<file path="src/rtl/cdma_despreader.sv">
// Gold-code despreader: local 31-chip code generator, per-symbol mismatch count,
// and an IDLE/ACQUIRE/TRACK loop that slips the local code one chip per bad symbol.

module cdma_despreader #(
  parameter int CHIP_DIV = 4,
  parameter int THRESH   = 5
) (
  input  logic       clk_i,
  input  logic       rst_i,
  input  logic       chip_i,
  input  logic [4:0] seed_i,
  input  logic       load_i,
  output logic       data_o,
  output logic       valid_o,
  output logic       lock_o
);

  typedef enum logic [1:0] {IDLE, ACQUIRE, TRACK} state_t;

  localparam logic [7:0] TICK_MAX = 8'(CHIP_DIV - 1);
  localparam logic [4:0] LAST_IDX = 5'd30;
  localparam logic [4:0] ONE_MIN  = 5'(31 - THRESH);
  localparam logic [4:0] ZERO_MAX = 5'(THRESH);
  localparam logic [4:0] A_INIT   = 5'b00001;
  localparam logic [4:0] B_INIT   = 5'b11111;

  function automatic logic [4:0] step_a(input logic [4:0] v);
    return {v[3:0], v[4] ^ v[1]};
  endfunction

  function automatic logic [4:0] step_b(input logic [4:0] v);
    return {v[3:0], v[4] ^ v[3] ^ v[2] ^ v[1]};
  endfunction

  state_t     state, state_nx;
  logic [4:0] lfsr_a, lfsr_a_nx;
  logic [4:0] lfsr_b, lfsr_b_nx;
  logic [7:0] tick, tick_nx;
  logic [4:0] chip_idx, chip_idx_nx;
  logic [4:0] ones, ones_nx;
  logic [1:0] streak, streak_nx;
  logic       slip, slip_nx;
  logic       data_nx, valid_nx;

  logic       gold, mism, strobe, sym_end;
  logic [4:0] total;
  logic       sym_one, sym_zero, sym_good;

  // The ones count never exceeds 30 before the last chip, so 5 bits hold the total.
  assign gold     = lfsr_a[4] ^ lfsr_b[4];
  assign mism     = chip_i ^ gold;
  assign strobe   = (state != IDLE) && (tick == TICK_MAX);
  assign sym_end  = strobe && (chip_idx == LAST_IDX);
  assign total    = ones + {4'b0000, mism};
  assign sym_one  = (total >= ONE_MIN);
  assign sym_zero = (total <= ZERO_MAX);
  assign sym_good = sym_one || sym_zero;
  assign lock_o   = (state == TRACK);

  always_comb begin
    state_nx    = state;
    lfsr_a_nx   = lfsr_a;
    lfsr_b_nx   = lfsr_b;
    tick_nx     = tick;
    chip_idx_nx = chip_idx;
    ones_nx     = ones;
    streak_nx   = streak;
    slip_nx     = slip;
    data_nx     = data_o;
    valid_nx    = 1'b0;

    if (load_i) begin
      lfsr_a_nx   = (seed_i == 5'd0) ? A_INIT : seed_i;
      lfsr_b_nx   = B_INIT;
      tick_nx     = 8'd0;
      chip_idx_nx = 5'd0;
      ones_nx     = 5'd0;
      streak_nx   = 2'd0;
      slip_nx     = 1'b0;
      state_nx    = ACQUIRE;
    end else if (state != IDLE) begin
      tick_nx = (tick == TICK_MAX) ? 8'd0 : tick + 8'd1;
      if (strobe) begin
        // A pending slip holds the code for one chip, delaying it by one chip.
        if (!slip) begin
          lfsr_a_nx = step_a(lfsr_a);
          lfsr_b_nx = step_b(lfsr_b);
        end
        slip_nx = 1'b0;
        if (sym_end) begin
          chip_idx_nx = 5'd0;
          ones_nx     = 5'd0;
          if (state == TRACK) begin
            if (sym_good) begin
              data_nx  = sym_one;
              valid_nx = 1'b1;
            end else begin
              state_nx  = ACQUIRE;
              streak_nx = 2'd0;
              slip_nx   = 1'b1;
            end
          end else begin
            if (sym_good) begin
              streak_nx = streak + 2'd1;
              if (streak_nx == 2'd2) begin
                state_nx  = TRACK;
                streak_nx = 2'd0;
              end
            end else begin
              streak_nx = 2'd0;
              slip_nx   = 1'b1;
            end
          end
        end else begin
          chip_idx_nx = chip_idx + 5'd1;
          ones_nx     = total;
        end
      end
    end
  end

  always_ff @(posedge clk_i) begin
    if (rst_i) begin
      state    <= IDLE;
      lfsr_a   <= A_INIT;
      lfsr_b   <= B_INIT;
      tick     <= 8'd0;
      chip_idx <= 5'd0;
      ones     <= 5'd0;
      streak   <= 2'd0;
      slip     <= 1'b0;
      data_o   <= 1'b0;
      valid_o  <= 1'b0;
    end else begin
      state    <= state_nx;
      lfsr_a   <= lfsr_a_nx;
      lfsr_b   <= lfsr_b_nx;
      tick     <= tick_nx;
      chip_idx <= chip_idx_nx;
      ones     <= ones_nx;
      streak   <= streak_nx;
      slip     <= slip_nx;
      data_o   <= data_nx;
      valid_o  <= valid_nx;
    end
  end

endmodule

</file>
<file path="config.mk">
export PLATFORM = sky130hd
export DESIGN_NAME = cdma_despreader
export DESIGN_NICKNAME = d
export VERILOG_FILES = /design/src/rtl/cdma_despreader.sv
export SDC_FILE = /design/constraint.sdc
export NUM_CORES = 1
export LEC_CHECK = 0
export CORE_MARGIN = 8
export CORE_UTILIZATION = 57
export CTS_CLUSTER_SIZE = 40
export DETAILED_ROUTE_END_ITERATION = 8
export GPL_ROUTABILITY_DRIVEN = 0
export PLACE_DENSITY_LB_ADDON = 0.05
export SYNTH_ARGS = -nofsm -noshare
export SYNTH_HDL_FRONTEND = slang
export SYNTH_SLANG_ARGS = --single-unit
</file>
<file path="constraint.sdc">
create_clock -name clk_i -period 4.4 [get_ports clk_i]
set_input_delay 1.32 -clock clk_i [delete_from_list [all_inputs] [get_ports clk_i]]
set_output_delay 1.32 -clock clk_i [all_outputs]
set_load 0.05 [all_outputs]
</file>
==> impl_metrics.toml, run 1 <==
[status]
status = "completed"

[sta]
relSlewSlack_pct = 31.5
skew_ns = 0.0106
rsz0062_at_grt = "no"
setup_viol = 0
hold_viol_final = 0
min_period_ns = 3.59
fin_crit_sh_pct = 81.7
worst_pin_slew_ns = 1.02
maxSlewViolCount = 0
fmax_mhz = 278
fin_tns_setup_ns = 0

[clocking]
ctsRootBufferMaster = "clkbuf_4"
clock_latency_ns = 0.34
cts_tree = "built"
cts.path.max_buffers = 2
postCtsHoldBufs = 0
cts.sinks = 35
post_cts_resized = 0
htree_num_levels = 2
cts_buffers = 5
post_cts.repair.setup_buffers = 0
clkSlewWorstSetupHoldPaths_ns = 0.10

[floorplanning]
rows = 20
die_x_um = 71.5
start_util_pct = 58.5
die-area_mm2 = 0.00511
fp.coreArea_mm2 = 0.00300
ios = 12
die_h_um = 71.5

[worst_hold_path]
holdPathEnd = "streak[1]"
holdCritStartpoint = "streak[1]"
min_path_cells = 2
hold_class = "reg -> reg"

[placement]
place.port_buffers = 11
dp.final_hpwl_um = 2650
dp_cells = 249

[grt]
grt.total_usage_pct = 15.3
grt_pass1_vias = 1426
antenna_found_initial = 0
grt_overflow = 0
grt_pass1_wl_um = 6310
grt_max_degree = 16

[pwr]
power.density_mw_per_mm2 = 302
p_leak_uw = 0.000712
peakVddDrop_mv = 0.186

[worst_setup_path]
cp_max_fo = 11
crit_slowest_cell = "clkdlybuf4s50_1"
cp.required_ns = 4.65
worstSetupStartpoint = "chip_i"
crit_family = "buffers and inverters"
crit_arrival_ns = 3.85
crit_chain = "clkdlybuf4s50_1 > xnor2_1 > xnor2_1 > ha_1 > ha_1 > a211o_1 > o31ai_1 > nor4_1 > buf_4 > o21ai_0 > a211oi_1"
r2r_start = "lfsr_a[4]"
crit_path_end_kind = "flop"
rr_endpoint = "state[0]"
reg2reg_slack_ns = 1.83
worstSetupPathType = "in -> reg"
start_kind = "input port"
critPathMaxStageDelay_ns = 0.47
r2r_cells = 10
crit_buf_inv = 2

[yosys]
synth-seq-cells = 35
avgSynthCellArea_um2 = 8.33
yosys.area_share.simple_pct = 26.9
synth_top_family_by_area = "simple AND/OR/NAND/NOR gates"
synth.distinct_cells = 41
ys.warnings.count = 0
synth_area_leader_cell = "dfxtp_1"
synth-compound-area-share_pct = 17.2
seq_area_frac_synth_pct = 39.9
netlist_top_cells_area = "dfxtp_1 (40%), o21ai_0 (5.4%), nor2_1 (4.7%)"
syn_nets = 225
synthAdderAreaFrac_pct = 3.56
ys.flop_type = "dfxtp_1"
yosysTopAreaCellShare_pct = 39.9
postSynth.asyncResetShare_pct = 0
synthMuxAreaShare_pct = 2.28
synth_xor_xnor_area_share_pct = 7.48
synth-edff-count = 0
syn_area_mm2 = 0.00176
syn_inst = 211

[layout]
instances_no_fill = 257
drive_gt1_share_pct = 8.48
area.growth.synth_to_final_pct = 12.7
nets = 237
final_cell_mix = "dfxtp_1 (35), nor2_1 (22), nand2_1 (21), o21ai_0 (19)"
n_antenna_cell = 0
num-fill-cells = 255
layout_commonest_cell = "dfxtp_1"

[routing]
viasPerCell = 5.90
route.detailed.drc = 0
route.vias.total = 1516
drt-pass1-iter-count = 4
totalWireLength_um = 3640
drt-initial-drc-count = 101
final_antenna_net_count = 0
routedWlPerCell_um = 14.2

[run]
cap_violations = 0
[layout make-up]
| class | instances | area, µm² | share of cell area, % |
|---|---|---|---|
| Multi-Input combinational cell | 163 | 1010 | 50.9 |
| Sequential cell | 35 | 701 | 35.4 |
| Timing Repair Buffer | 13 | 125 | 6.32 |
| Clock buffer | 6 | 51.3 | 2.59 |
| Tap cell | 33 | 41.3 | 2.09 |
| Clock inverter | 2 | 35.0 | 1.77 |
| Inverter | 5 | 18.8 | 0.948 |
[stage by stage]
step	hold WS, ns	worst slack, ns	util (%)	area, µm²	power [µW]
2_1_floorplan	0.407	0.891	-	1760	346
3_3_place_gp	0.417	0.638	63.0	1890	359
3_5_place_dp	0.429	0.542	63.0	1890	360
4_1_cts	0.444	0.825	65.9	1980	600
5_1_grt	0.471	0.643	65.9	1980	616
6_report	0.443	0.805	65.9	1980	597
[cells in the mapped netlist, types with 4 or more instances]
master and number:
a21oi_1 11, and2b_1 4, clkbuf_1 6, dfxtp_1 35, ha_1 5, inv_1 5
mux2i_1 4, nand2_1 21, nand3_1 7, nand4_1 5, nor2_1 22, nor3_1 9
nor4_1 4, o21ai_0 19, or3_1 4, xnor2_1 6, xor2_1 9
[worst min-delay path, delay by kind of cell, from the launching register on]
kind / cells / cell delay (ns)
AOI/OAI and AO/OA: 1 / 0.03
DFF: 1 / 0.32
and+or+nand+nor: 1 / 0.05
[logic make-up (layout without fill, tap and decap cells)]
kind of cell	after synthesis	in the layout
buffers and inverters	13	26
AND/OR/NAND/NOR	91	91
XOR/XNOR	15	15
multiplexers	4	4
adder cells (fa/ha/maj)	5	5
flip-flops	35	35
AO/OA/AOI/OAI	48	48
[report_power, final]
part           switching, µW  leakage (µW)  internal [µW]
sequential              3.30      0.000283            320
combinational           14.2      0.000381           14.6
clock                    110     0.0000482            134
total                    128      0.000712            469
[state kept, by name (all words and copies together), names as in the netlist]
name	cells
state	2
tick	8
streak	2
lfsr_a	5
ones	5
slip	1
valid_o	1
data_o	1
lfsr_b	5
chip_idx	5
[worst max path at each step]
stage / to / slack, ns / cells past startpoint
global route: state[0] / 0.64 / 11
detailed placement: state[0] / 0.54 / 11
CTS: state[0] / 0.82 / 11
global placement: data_o / 0.64 / 11
floorplan: state[0] / 0.89 / 10
finish: state[0] / 0.81 / 11
[metal layers]
metal	up-vias	share of wire, %	GRT usage, %
met5	-	0	0
met4	0	1.1	6.80
met3	4	4.2	5.44
met2	27	48	25.2
met1	708	47	17.3
li1	777	-	-
No activity file was read; power rests on OpenSTA's default activity.
==> run 2, diff against run 1 <==
clock period = 3.4 ns   (was 4.4 ns; I/O delays follow)
==> run 2 against run 1 <==
Compared with the run above:
- core utilization rose by 2.0 points
- first-iteration DRC count down 8.9%
- design area rose by 3.0%
- sequential share of layout area down 1.0 points
- final cell count grew 2.3%
- routed wire length increased by 2.8%
- clock skew rose by 0.0046 ns
- critical path type unchanged
- largest cell class unchanged
- largest power group unchanged
==> impl_metrics.toml, run 2 (synthesis gave the netlist of run 1 again) <==
[routing]
route.detailed.drc = 0
drt-initial-drc-count = 92
viasPerCell = 5.88
route.vias.total = 1547
drt-pass1-iter-count = 4
totalWireLength_um = 3750
routedWlPerCell_um = 14.2
final_antenna_net_count = 0

[worst_setup_path]
cp.required_ns = 3.64
r2r_cells = 10
r2r_start = "lfsr_a[4]"
crit_family = "compound AO/OA/AOI/OAI gates"
crit_arrival_ns = 3.38
crit_chain = "clkdlybuf4s50_1 > xnor2_1 > xnor2_1 > ha_1 > ha_1 > buf_4 > nor3b_1 > o2bb2ai_1 > a21oi_1 > o22a_1 > o221a_2"
reg2reg_slack_ns = 1.01
crit_path_end_kind = "flop"
rr_endpoint = "data_o"
crit_slowest_cell = "clkdlybuf4s50_1"
critPathMaxStageDelay_ns = 0.48
cp_max_fo = 5
worstSetupPathType = "in -> reg"
start_kind = "input port"
crit_buf_inv = 2

[sta]
fmax_mhz = 319
rsz0062_at_grt = "no"
worst_pin_slew_ns = 0.801
fin_crit_sh_pct = 92.3
hold_viol_final = 0
setup_viol = 0
layout_setup_ws_ns = 0.263
min_period_ns = 3.14
fin_tns_setup_ns = 0
skew_ns = 0.0152
maxSlewViolCount = 0
hold_ws_ns = 0.442
relSlewSlack_pct = 46.2

[clocking]
postCtsHoldBufs = 0
cts_tree = "built"
clkSlewWorstSetupHoldPaths_ns = 0.12
cts.path.max_buffers = 2
ctsRootBufferMaster = "clkbuf_4"
post_cts.repair.setup_buffers = 0
cts.sinks = 35
post_cts_resized = 0
clock_latency_ns = 0.35
htree_num_levels = 2
cts_buffers = 5

[floorplanning]
start_util_pct = 58.5
rows = 20
die_h_um = 71.5
fp.coreArea_mm2 = 0.00300
ios = 12
die_x_um = 71.5
die-area_mm2 = 0.00511

[worst_hold_path]
min_path_cells = 2
hold_class = "reg -> reg"
holdPathEnd = "streak[1]"
holdCritStartpoint = "streak[1]"

[grt]
grt_overflow = 0
grt_pass1_wl_um = 6320
grt_max_degree = 15
grt_pass1_vias = 1491
grt.total_usage_pct = 15.2
antenna_found_initial = 0

[layout]
n_antenna_cell = 0
layout_commonest_cell = "dfxtp_1"
final_cell_mix = "dfxtp_1 (35), nor2_1 (22), nand2_1 (21), o21ai_0 (19)"
top_register = "tick"
nets = 243
drive_gt1_share_pct = 10.4
instances_no_fill = 263
area.growth.synth_to_final_pct = 16.1
largest_reg_flops = 8

[pwr]
fin_total_pwr_uw = 829
p_leak_uw = 0.000749
power.density_mw_per_mm2 = 406
peakVddDrop_mv = 0.280

[placement]
place.port_buffers = 11
dp.final_hpwl_um = 2800
dp_cells = 255
preCtsSetupSlack_ns = -0.0794

[status]
status = "completed"

[run]
cap_violations = 0
run 2: cell type report:
class                   count  area [µm²]
clock buffers               6        41.3
fillers                   263         963
well taps                  33        41.3
repair buffers             19         170
multi-input cells         163        1010
clock inverters             2        60.1
flip-flops and latches     35         701
inverters                   5        18.8
run 2: worst max-delay path by stage:
stage / from / to / slack, ns / cells after the start
final: chip_i / data_o / 0.26 / 11
after global routing: chip_i / state[0] / 0.13 / 11
after CTS: chip_i / data_o / 0.27 / 11
after detailed placement: chip_i / data_o / -0.08 / 11
after global placement: chip_i / data_o / 0.05 / 11
after floorplan: chip_i / state[0] / 0.19 / 10
run 2: routing by layer:
metal | vias to the layer above | part of all wire [%] | global-route usage, %
met3 | 4 | 3.6 | 4.74
met1 | 721 | 46 | 16.8
li1 | 793 | - | -
met4 | 0 | 1.4 | 7.26
met2 | 29 | 49 | 25.9
met5 | - | 0 | 0
run 2: tightest hold or removal path: cells and delay by family, from the launching register on:
| kind | cells | cell delay (ns) |
|---|---|---|
| DFF | 1 | 0.33 |
| and+or+nand+nor | 1 | 0.05 |
| AOI/OAI and AO/OA | 1 | 0.03 |
run 2: power breakdown:
part / internal (µW) / switching [µW]
Clock: 229 / 142
Combinational: 19.7 / 18.4
Sequential: 415 / 4.20
Total: 664 / 165
run 2: through the flow:
stage          cell area, µm²  utilization [%]
2_1_floorplan            1760                -
3_3_place_gp             1940             64.5
3_5_place_dp             1940             64.5
4_1_cts                  2040             67.9
5_1_grt                  2040             67.9
6_report                 2040             67.9
==> run 3, diff against run 2 <==
SKIP_LAST_GASP = 1   (was default)
==> results of run 3 <==
Same layout as run 2: the final DEF is identical, and so are final timing and power.
